**config.mk**
```make
export PLATFORM = sky130hd
export DESIGN_NAME = bcd_2c_enc
export DESIGN_NICKNAME = d
export VERILOG_FILES = /design/src/rtl/bcd_pkg.sv /design/src/rtl/bcd_digit_mac.sv /design/src/rtl/bcd_2c_enc.sv
export SDC_FILE = /design/constraint.sdc
export NUM_CORES = 1
export LEC_CHECK = 0
export ABC_AREA = 1
export ABC_CLOCK_PERIOD_IN_PS = 2500
export CORE_MARGIN = 2
export CORE_UTILIZATION = 57
export CTS_CLUSTER_SIZE = 28
export DETAILED_ROUTE_END_ITERATION = 7
export GPL_ROUTABILITY_DRIVEN = 0
export HOLD_SLACK_MARGIN = 0.02
export PLACE_DENSITY = 0.86
export SYNTH_ARGS = -nofsm -noshare
export SYNTH_HDL_FRONTEND = slang
export SYNTH_HIERARCHICAL = 1
export SYNTH_SLANG_ARGS = --single-unit
export TNS_END_PERCENT = 50
```
**constraint.sdc**
```tcl
create_clock -name clk -period 2.5 [get_ports clk]
set_input_delay 0.375 -clock clk [delete_from_list [all_inputs] [get_ports clk]]
set_output_delay 0.375 -clock clk [all_outputs]
set_load 0.01 [all_outputs]
```
**src/rtl/bcd_pkg.sv**
```systemverilog
// Shared types and helpers for the BCD to two's-complement encoder.
package bcd_pkg;

  typedef logic [3:0] bcd_digit_t;

  localparam int BCD_MAX = 9;

  typedef enum logic [1:0] {
    IDLE,
    CONV,
    FIN
  } state_t;

  // Largest magnitude representable in a signed word; negatives reach one further.
  function automatic int unsigned max_mag(input int unsigned width, input logic neg);
    int unsigned lim;
    lim = (32'd1 << (width - 1));
    if (!neg) begin
      lim = lim - 32'd1;
    end
    return lim;
  endfunction

endpackage

```
**src/rtl/bcd_digit_mac.sv**
```systemverilog
// One Horner step of the decimal conversion: acc*10 + digit, flagging non-BCD digits.
import bcd_pkg::*;

module bcd_digit_mac #(
  parameter int ACC_W = 14
) (
  input  logic [ACC_W-1:0] acc_in,
  input  bcd_digit_t       digit,
  output logic [ACC_W-1:0] acc_out,
  output logic             digit_bad
);

  // Times ten as two shifts keeps this a pair of adders rather than a multiplier.
  assign acc_out   = (acc_in << 3) + (acc_in << 1) + {{(ACC_W-4){1'b0}}, digit};
  assign digit_bad = (digit > 4'(BCD_MAX));

endmodule

```
**src/rtl/bcd_2c_enc.sv**
```systemverilog
// Digit-serial packed-BCD plus sign to two's-complement encoder with start/busy/done handshake.
import bcd_pkg::*;

module bcd_2c_enc #(
  parameter int NDIG  = 4,
  parameter int WIDTH = 8
) (
  input  logic              clk,
  input  logic              reset,
  input  logic              start,
  input  logic              sign,
  input  logic [4*NDIG-1:0] bcd_in,
  output logic              busy,
  output logic              done,
  output logic [WIDTH-1:0]  dout,
  output logic              err
);

  localparam int ACC_W = $clog2(10**NDIG);
  localparam int CNT_W = (NDIG > 1) ? $clog2(NDIG) : 1;
  localparam logic [WIDTH-1:0] ONE = 1;

  state_t            state_q;
  logic              sign_q;
  logic [4*NDIG-1:0] bcd_q;
  logic [ACC_W-1:0]  acc_q;
  logic [ACC_W-1:0]  acc_d;
  logic [CNT_W-1:0]  cnt_q;
  logic              bad_q;
  logic              digitBad;
  logic              outOfRange;
  bcd_digit_t        curDigit;

  // The latched word shifts left each step so the MSD always sits in the top nibble.
  assign curDigit = bcd_q[4*NDIG-1 -: 4];

  bcd_digit_mac #(.ACC_W(ACC_W)) u_mac (
    .acc_in    (acc_q),
    .digit     (curDigit),
    .acc_out   (acc_d),
    .digit_bad (digitBad)
  );

  assign outOfRange = (32'(acc_q) > max_mag(WIDTH, sign_q));

  always_ff @(posedge clk) begin
    if (reset) begin
      state_q <= IDLE;
      sign_q  <= 1'b0;
      bcd_q   <= '0;
      acc_q   <= '0;
      cnt_q   <= '0;
      bad_q   <= 1'b0;
      busy    <= 1'b0;
      done    <= 1'b0;
      dout    <= '0;
      err     <= 1'b0;
    end else begin
      done <= 1'b0;
      case (state_q)
        IDLE: begin
          if (start) begin
            sign_q  <= sign;
            bcd_q   <= bcd_in;
            acc_q   <= '0;
            cnt_q   <= '0;
            bad_q   <= 1'b0;
            busy    <= 1'b1;
            state_q <= CONV;
          end
        end
        CONV: begin
          acc_q <= acc_d;
          bad_q <= bad_q | digitBad;
          bcd_q <= bcd_q << 4;
          cnt_q <= cnt_q + CNT_W'(1);
          if (cnt_q == CNT_W'(NDIG - 1)) begin
            state_q <= FIN;
          end
        end
        FIN: begin
          // A bad digit still got accumulated, so the flag must win over the range test.
          if (bad_q || outOfRange) begin
            err  <= 1'b1;
            dout <= '0;
          end else begin
            err  <= 1'b0;
            dout <= sign_q ? (~acc_q[WIDTH-1:0] + ONE) : acc_q[WIDTH-1:0];
          end
          done    <= 1'b1;
          busy    <= 1'b0;
          state_q <= IDLE;
        end
        default: begin
          state_q <= IDLE;
          busy    <= 1'b0;
        end
      endcase
    end
  end

endmodule

```
## Word level (Yosys, flattened, before mapping)

Index checks and enable logic that the tools add are counted.
W data, S select, Z words.

| storage, ports and cells | value |
|---|---|
| register bits | 47 |
| output and inout bits | 11 |
| word-level logic and storage cells | 49 |

| operators by class | value |
|---|---|
| add/sub/neg operators | 4 |
| order comparisons | 2 |
| equal/unequal tests | 5 |
| multiplexer cells | 18 |
| bitwise operators | 3 |
| reduce and logical (&&, ||, !) cells | 7 |

Operators with widths:

| cell | count |
|---|---|
| $gt A14 B32 Y1 | 1 |
| $pmux W16 S2 | 1 |
| $pmux W14 S2 | 1 |
| $mux W8 | 3 |
| $mux W16 | 1 |
| $add A14 B14 Y14 | 1 |
| $add A14 B4 Y14 | 1 |
| $mux W14 | 1 |
| $add A8 B1 Y8 const B | 1 |
| $not A8 Y8 | 1 |
| $pmux W2 S2 | 2 |
| $reduce_and A2 Y1 | 4 |
| $mux W2 | 3 |
| $eq A2 B2 Y1 const B | 2 |
| $gt A4 B4 Y1 const B | 1 |
| $mux W1 | 4 |
| $ne A2 B2 Y1 const B | 2 |
| $pmux W1 S2 | 2 |
| $add A2 B1 Y2 const B | 1 |
| $eq A2 B1 Y1 const B | 1 |
| $logic_not A2 Y1 | 1 |
| $reduce_bool A2 Y1 | 1 |
| $logic_or A1 B1 Y1 | 1 |
| $not A1 Y1 | 1 |
| $or A1 B1 Y1 | 1 |

## Depth between registers and ports, before layout

Gate-level depths: netlist of the first run.

| logic depth | value |
|---|---|
| depth after elaboration | 4 |
| mapped depth | 14 |
| mapped depth without buffers | 14 |

## Modules after synthesis

Netlist of the first run, hierarchy kept.

Modules (own cells, without submodules):

| module | times used | cells an instance | area each (um^2) | seq. area each (um^2) |
|---|---|---|---|---|
| bcd_2c_enc | 1 | 298 | 2168.3 | 940.9 |
| bcd_digit_mac | 1 | 146 | 845.8 | 0.0 |

## Least setup slack after synthesis of the first run

No wires, ideal clock.

| path | value |
|---|---|
| path type | register to register |
| start | reg acc_q[0] |
| end | reg acc_q[10] |
| setup time | 0.132 ns |
| arrival | 1.982 ns |
| slack | 0.386 ns |
| stages on the path, launching flop included | 13 |
| path buffers | 0 |
| clock period less this slack | 2.114 ns |
| cell sequence | dfxtp_1 > inv_1 > fa_1 > inv_1 > fa_1 > nand2_1 > nand3_1 > nand3_1 > nand2_1 > nand2_1 > nand2_1 > nand2_1 > a21oi_1 |

| between the ends | value |
|---|---|
| longest elaborated chain between the ends | 3 |

Ends and longest elaborated chain:

| element | RTL line | text |
|---|---|---|
| start: declaration | bcd_2c_enc.sv:26 | `logic [ACC_W-1:0] acc_q;` |
| start signal: assignment | bcd_2c_enc.sv:51 | `acc_q <= '0;` |
| start signal: assignment | bcd_2c_enc.sv:65 | `acc_q <= '0;` |
| start signal: assignment | bcd_2c_enc.sv:73 | `acc_q <= acc_d;` |
| $add A14 B14 Y14 | bcd_digit_mac.sv:14 | `assign acc_out = (acc_in << 3) + (acc_in << 1) + {{(ACC_W-4){1'b0}}, digit};` |
| $add A14 B4 Y14 | bcd_digit_mac.sv:14 |  |
| net acc_d[10] | bcd_2c_enc.sv:27 | `logic [ACC_W-1:0] acc_d;` |
| $pmux W14 S2 | bcd_2c_enc.sv:60 | `case (state_q)` |

The timed path passes the listed nets, and every way through them passes these cells.
A chain may end at the register's enable or synchronous reset.

## Worst setup path in the final report of the first run

| path | value |
|---|---|
| start | reg acc_q[2] |
| end | reg acc_q[10] |

The elaborated chain is that of the path after synthesis.

==> results of run 1 <==
-- where the power goes --
group	internal [uW]	total (uW)	switching, uW	leakage (uW)
clock	329	606	276	0.0000618
combinational	105	264	159	0.00120
sequential	785	817	31.3	0.000384
-- per-layer routing --
metal / track usage (%) / vias to the layer above / routed length [um]
met5: 0 / - / 0
met4: 10.5 / 0 / 157
met3: 3.76 / 16 / 313
met2: 43.6 / 81 / 3530
met1: 31.4 / 1339 / 3030
li1: - / 1493 / -
-- final timing paths --
path / end / start / cells past startpoint / slack, ns
hold / removal: bcd_q[1] / bcd_q[1] / 2 / 0.47
setup reg to reg: acc_q[10] / acc_q[2] / 11 / 0.18
hold reg to reg: bcd_q[1] / bcd_q[1] / 2 / 0.47
setup / recovery: acc_q[10] / acc_q[2] / 11 / 0.18
-- final cells by class --
class / instances / area (sq um)
Sequential cell: 47 / 942
Inverter: 49 / 185
Timing Repair Buffer: 34 / 330
Tap cell: 70 / 87.6
Clock buffer: 6 / 82.6
Multi-Input combinational cell: 333 / 1800
Fill cell: 441 / 1640
Clock inverter: 2 / 38.8
-- cells in the mapped netlist (4+ instances only) --
master / number / area share, %
nand2_1: 151 / 19
dfxtp_1: 47 / 31
inv_1: 46 / 5.7
a21oi_1: 44 / 7.3
ha_1: 32 / 13
nor2_1: 27 / 3.4
nand3_1: 24 / 4.0
o21ai_0: 15 / 2.5
a31oi_1: 12 / 2.5
clkbuf_1: 6 / 0.75
buf_2: 5 / 0.83
nand4_1: 5 / 1.0
xor2_1: 5 / 1.5
o21ai_1: 4 / 0.66
-- logic make-up after synthesis --
family	synth area share (%)
AO/OA/AOI/OAI	13.2
buffers and inverters	9.09
XOR/XNOR	1.74
AND/OR/NAND/NOR	30.1
adder cells (fa/ha/maj)	14.6
flip-flops	31.2
-- critical path, cell delays in order, from the launching register on --
cell and delay (ns):
dfxtp_2 0.40, inv_1 0.09, fa_1 0.52, inv_1 0.08
fa_1 0.52, nand2_1 0.10, nand3_1 0.09, nand3_1 0.10
nand3_1 0.08, nand2_1 0.07, nand2_1 0.05, a21oi_1 0.15
-- per-stage QoR --
| step | cells | worst slack, ns | utilization, % | hold slack [ns] | cell area [sq um] |
|---|---|---|---|---|---|
| 3_3_place_gp | 533 | 0.279 | 65.5 | 0.446 | 3340 |
| 6_report | 541 | 0.185 | 67.9 | 0.466 | 3470 |
| 2_1_floorplan | 444 | 0.386 | - | 0.433 | 3010 |
| 5_1_grt | 541 | 0.0153 | 67.9 | 0.490 | 3470 |
| 4_1_cts | 541 | 0.105 | 67.8 | 0.468 | 3460 |
| 3_5_place_dp | 533 | 0.152 | 65.5 | 0.455 | 3340 |
-- registers in the layout, indices dropped and copies added, names as in the netlist --
| register | count |
|---|---|
| busy | 1 |
| bcd_q | 16 |
| sign_q | 1 |
| bad_q | 1 |
| cnt_q | 2 |
| state_q | 2 |
| acc_q | 14 |
| err | 1 |
| dout | 8 |
| done | 1 |
==> run_results.csv, run 1 <==
group,metric,value,unit
run_status,status,"finished clean",
clock_tree,clock_tree.root_cell,"clkbuf_8",
sta,max_clock_freq,0.432,GHz
sta,final_hold_viol_count,0,
synth,syn-cell-area,3010,sq um
clock_tree,postCtsSetupBuffers,0,
sta,period_needed,2.32,ns
critical_path,critPathKind,"flop to flop",
clock_tree,htreeDepth,2,
run,maxCapViolations,0,
routing,vias,2929,
routing,ant_nets,0,
routing,wl_per_cell,13.0,um
critical_path,path_max_fanout,7,
synth,ys.flop_type,"dfxtp_1",
power_and_ir_drop,power_density,486,nW/um^2
floorplan,die_area,5890,sq um
layout,diodes,0,
critical_path,cp.arrival,2.56,ns
clock_tree,numCtsBuffers,5,
layout,fin_nets,524,
layout,area_growth,15.0,%
floorplan,design.core.area,5110,sq um
synth,syn-num-nets,498,
global_routing,antenna_found_initial,0,
power_and_ir_drop,ir_worst_vdd,0.304,mV
floorplan,start_util,59.0,%
hold_path,hold_class,"flop to flop",
routing,viasPerCell,5.41,
global_routing,grt_max_degree,32,
synth,synthArstFlopShare,0,%
sta,relSlewSlack,54.8,%
sta,rsz0062_at_grt,"no",
synth,yosys_warnings,6,
critical_path,critPathCaptureType,"flop",
layout,layout_common_cells,"151 x nand2_1, 46 x inv_1, 46 x dfxtp_1, 44 x a21oi_1, 32 x ha_1",
synth,syn_area_per_cell,6.79,sq um
clock_tree,insertion_delay,0.31,ns
layout,drive_above_1_share,4.67,%
routing,drc,0,
synth,yosysUniqueCellTypes,28,
global_routing,grt_pass1_vias,2704,
place,dp_hpwl,4960,um
power_and_ir_drop,p_leak,0.00165,uW
layout,final_common_cell,"nand2_1",
floorplan,die_h,76.7,um
global_routing,track_usage,25.3,%
floorplan,num_io_pins,31,
place,io_buffers,30,
clock_tree,cts_hold_buf,0,
sta,tns,0,ns
floorplan,rows,26,
sta,setup_viol,0,
synth,synth_edf_count,0,
critical_path,required,2.74,ns
sta,drv_slew,0,
critical_path,cp-start-kind,"flop",
clock_tree,cts_tree,"built",
routing,routed_wl,7030,um
routing,drt_iter0_markers,199,
synth,yosysSeqAreaShare,31.2,%
synth,postSynthCellCount,444,
clock_tree,cts.reportedPaths.clkPinSlew,0.10,ns
synth,synth.ff_latch_count,47,
global_routing,overflow,0,
global_routing,grt_pass1_wl,12200,um
sta,min_period_over_period,92.6,%
routing,drt_first_pass_iters,5,
sta,worstMarginPinSlew,0.676,ns
clock_tree,clockBufferDepth,2,
clock_tree,cts_resized,0,
clock_tree,cts_sinks,47,
floorplan,dieWidth,76.7,um
power_and_ir_drop,total_power,1690,uW
sta,finClkSkew,0.00690,ns
Note: power is estimated with default switching activity, not from simulation.
==> run 2: changes to the inputs <==
Settings changed: SLEW_MARGIN set to 20.
==> results of run 2 <==
No change in the layout: final DEF, timing and power equal those of run 1.
==> run 3: changes to the inputs <==
Settings changed: CORE_UTILIZATION 57 to 45, PLACE_DENSITY 0.86 to 0.72, SLEW_MARGIN 20 to not set.
==> run 3 against run 2 <==
Against the previous run: the flow now finishes with violations (DRC); global-route usage fell by 6.1 points; largest power group unchanged; first-iteration DRC count fell by 31%; combinational power barely moved; non-clock buffer count rose by 5; clock-buffer cell count did not move; hold slack got worse by 0.00061 ns; clock skew fell by 0.0036 ns; clock power fell by 24%; via count fell by 5.4%; power fell by 9.1%; setup slack improved by 0.15 ns; sequential power barely moved.
==> run_results.csv, run 3 (synthesis gave the netlist of run 1 again) <==
group,metric,value,unit
floorplan,die_area,7370,sq um
critical_path,path_max_fanout,4,
clock_tree,cts_hold_buf,0,
hold_path,min_from,"bcd_q[2]",
critical_path,worstRegToRegCells,11,
global_routing,track_usage,19.1,%
clock_tree,clock_tree.root_cell,"clkbuf_8",
layout,fin_nets,529,
clock_tree,cts_tree,"built",
sta,final_hold_viol_count,0,
sta,period_needed,2.17,ns
place,pre_cts_slack,0.259,ns
critical_path,critPathCaptureType,"flop",
global_routing,grt_pass1_vias,2570,
sta,relSlewSlack,61.2,%
power_and_ir_drop,internal_power,1110,uW
floorplan,die_h,85.8,um
layout,top_register,"bcd_q",
critical_path,timing.reg2reg.setup_slack,0.33,ns
place,io_buffers,30,
layout,largestRegisters,"bcd_q x16, acc_q x14, dout x8",
critical_path,cp-start-kind,"flop",
layout,final_common_cell,"nand2_1",
sta,setup_viol,0,
sta,tns,0,ns
critical_path,worstSetupEndpoint,"acc_q[10]",
critical_path,rr_endpoint,"acc_q[10]",
sta,worstMarginPinSlew,0.578,ns
clock_tree,cts.reportedPaths.clkPinSlew,0.08,ns
place,dp_cells,545,
layout,drive_above_1_share,5.26,%
clock_tree,insertion_delay,0.29,ns
sta,rsz0062_at_grt,"no",
routing,vias,2771,
power_and_ir_drop,p_sw,424,uW
layout,fillers,645,
place,dp_hpwl,4900,um
floorplan,design.core.area,6420,sq um
run_status,status,"finished with violations",
clock_tree,htreeDepth,2,
routing,routed_wl,6540,um
run,maxCapViolations,0,
layout,fin_cells,552,
critical_path,cp.arrival,2.40,ns
clock_tree,cts_resized,0,
floorplan,start_util,46.9,%
clock_tree,cts_sinks,47,
routing,viasPerCell,5.02,
power_and_ir_drop,p_clk_share,29.9,%
sta,min_period_over_period,86.7,%
place,placed_cell_area,3390,sq um
global_routing,grt_max_degree,32,
floorplan,dieWidth,85.8,um
clock_tree,clockBufferDepth,2,
floorplan,rows,29,
global_routing,grt_pass1_wl,11500,um
global_routing,antenna_found_initial,0,
power_and_ir_drop,p_leak,0.00166,uW
critical_path,timing.rr.start,"acc_q[0]",
power_and_ir_drop,ir_worst_vdd,0.312,mV
power_and_ir_drop,pwr-share-seq,53.1,%
hold_path,hold_class,"flop to flop",
layout,diodes,0,
power_and_ir_drop,total_power,1530,uW
layout,largest_reg_flops,16,
clock_tree,postCtsSetupBuffers,0,
power_and_ir_drop,swShare,27.7,%
sta,finClkSkew,0.00330,ns
sta,fin_ws,0.332,ns
routing,drt_iter0_markers,138,
sta,max_clock_freq,0.461,GHz
routing,drc,4,
run_status,violations,"DRC",
layout,final_cell_area,3480,sq um
power_and_ir_drop,power_density,441,nW/um^2
routing,wl_per_cell,11.8,um
floorplan,num_io_pins,31,
layout,layout_common_cells,"151 x nand2_1, 47 x dfxtp_1, 46 x inv_1, 44 x a21oi_1, 32 x ha_1",
routing,ant_nets,0,
power_and_ir_drop,combPwrFrac,17.0,%
layout,area_growth,15.4,%
critical_path,crit_start,"acc_q[0]",
routing,drt_first_pass_iters,7,
sta,drv_slew,0,
clock_tree,numCtsBuffers,5,
critical_path,critPathKind,"flop to flop",
critical_path,required,2.73,ns
global_routing,overflow,0,
-- run 3: critical path, stage by stage (launching register included) --
cell and delay (ns):
dfxtp_1 0.34, inv_1 0.06, fa_1 0.53, inv_1 0.07, fa_1 0.49, nand2_1 0.09, nand3_1 0.08, nand3_1 0.10
nand3_1 0.08, nand2_1 0.07, nand2_1 0.05, a21oi_1 0.14
-- run 3: through the flow --
step	hold WS (ns)	utilization [%]
final	0.466	54.1
after global routing	0.492	54.1
after CTS	0.467	54.1
after detailed placement	0.454	52.8
after global placement	0.450	52.8
after floorplan	0.433	-
-- run 3: worst min path at each step --
stage                          end  slack, ns  cells after the start
after floorplan           cnt_q[0]       0.43                      1
after global placement    bcd_q[1]       0.45                      2
after detailed placement   dout[5]       0.45                      2
after CTS                  dout[5]       0.47                      2
after global routing      bcd_q[2]       0.49                      2
final                     bcd_q[2]       0.47                      2
-- run 3: power by group through the flow --
stage | clock (uW) | combinational [uW] | sequential (uW)
floorplan | 0 | 191 | 826
global placement | 0 | 254 | 832
detailed placement | 0 | 261 | 831
CTS | 474 | 262 | 814
global route | 506 | 298 | 820
finish | 458 | 261 | 814
-- run 3: final cells by class --
cell class	instances	area, sq um	share of cell area (%)
multi-input combinational	333	1800	51.7
sequential	47	941	27.1
timing repair buffer	39	368	10.6
inverter	49	185	5.33
tap	77	96.3	2.77
clock buffer	6	82.6	2.37
clock inverter	1	5.00	0.144
-- run 3: per-layer routing --
layer  track usage, %  wire length, um  vias up
met5                0                0        -
li1                 -                -     1497
met3             3.18              245        7
met1             25.6             3150     1222
met2             31.9             3080       45
met4             5.63               66        0
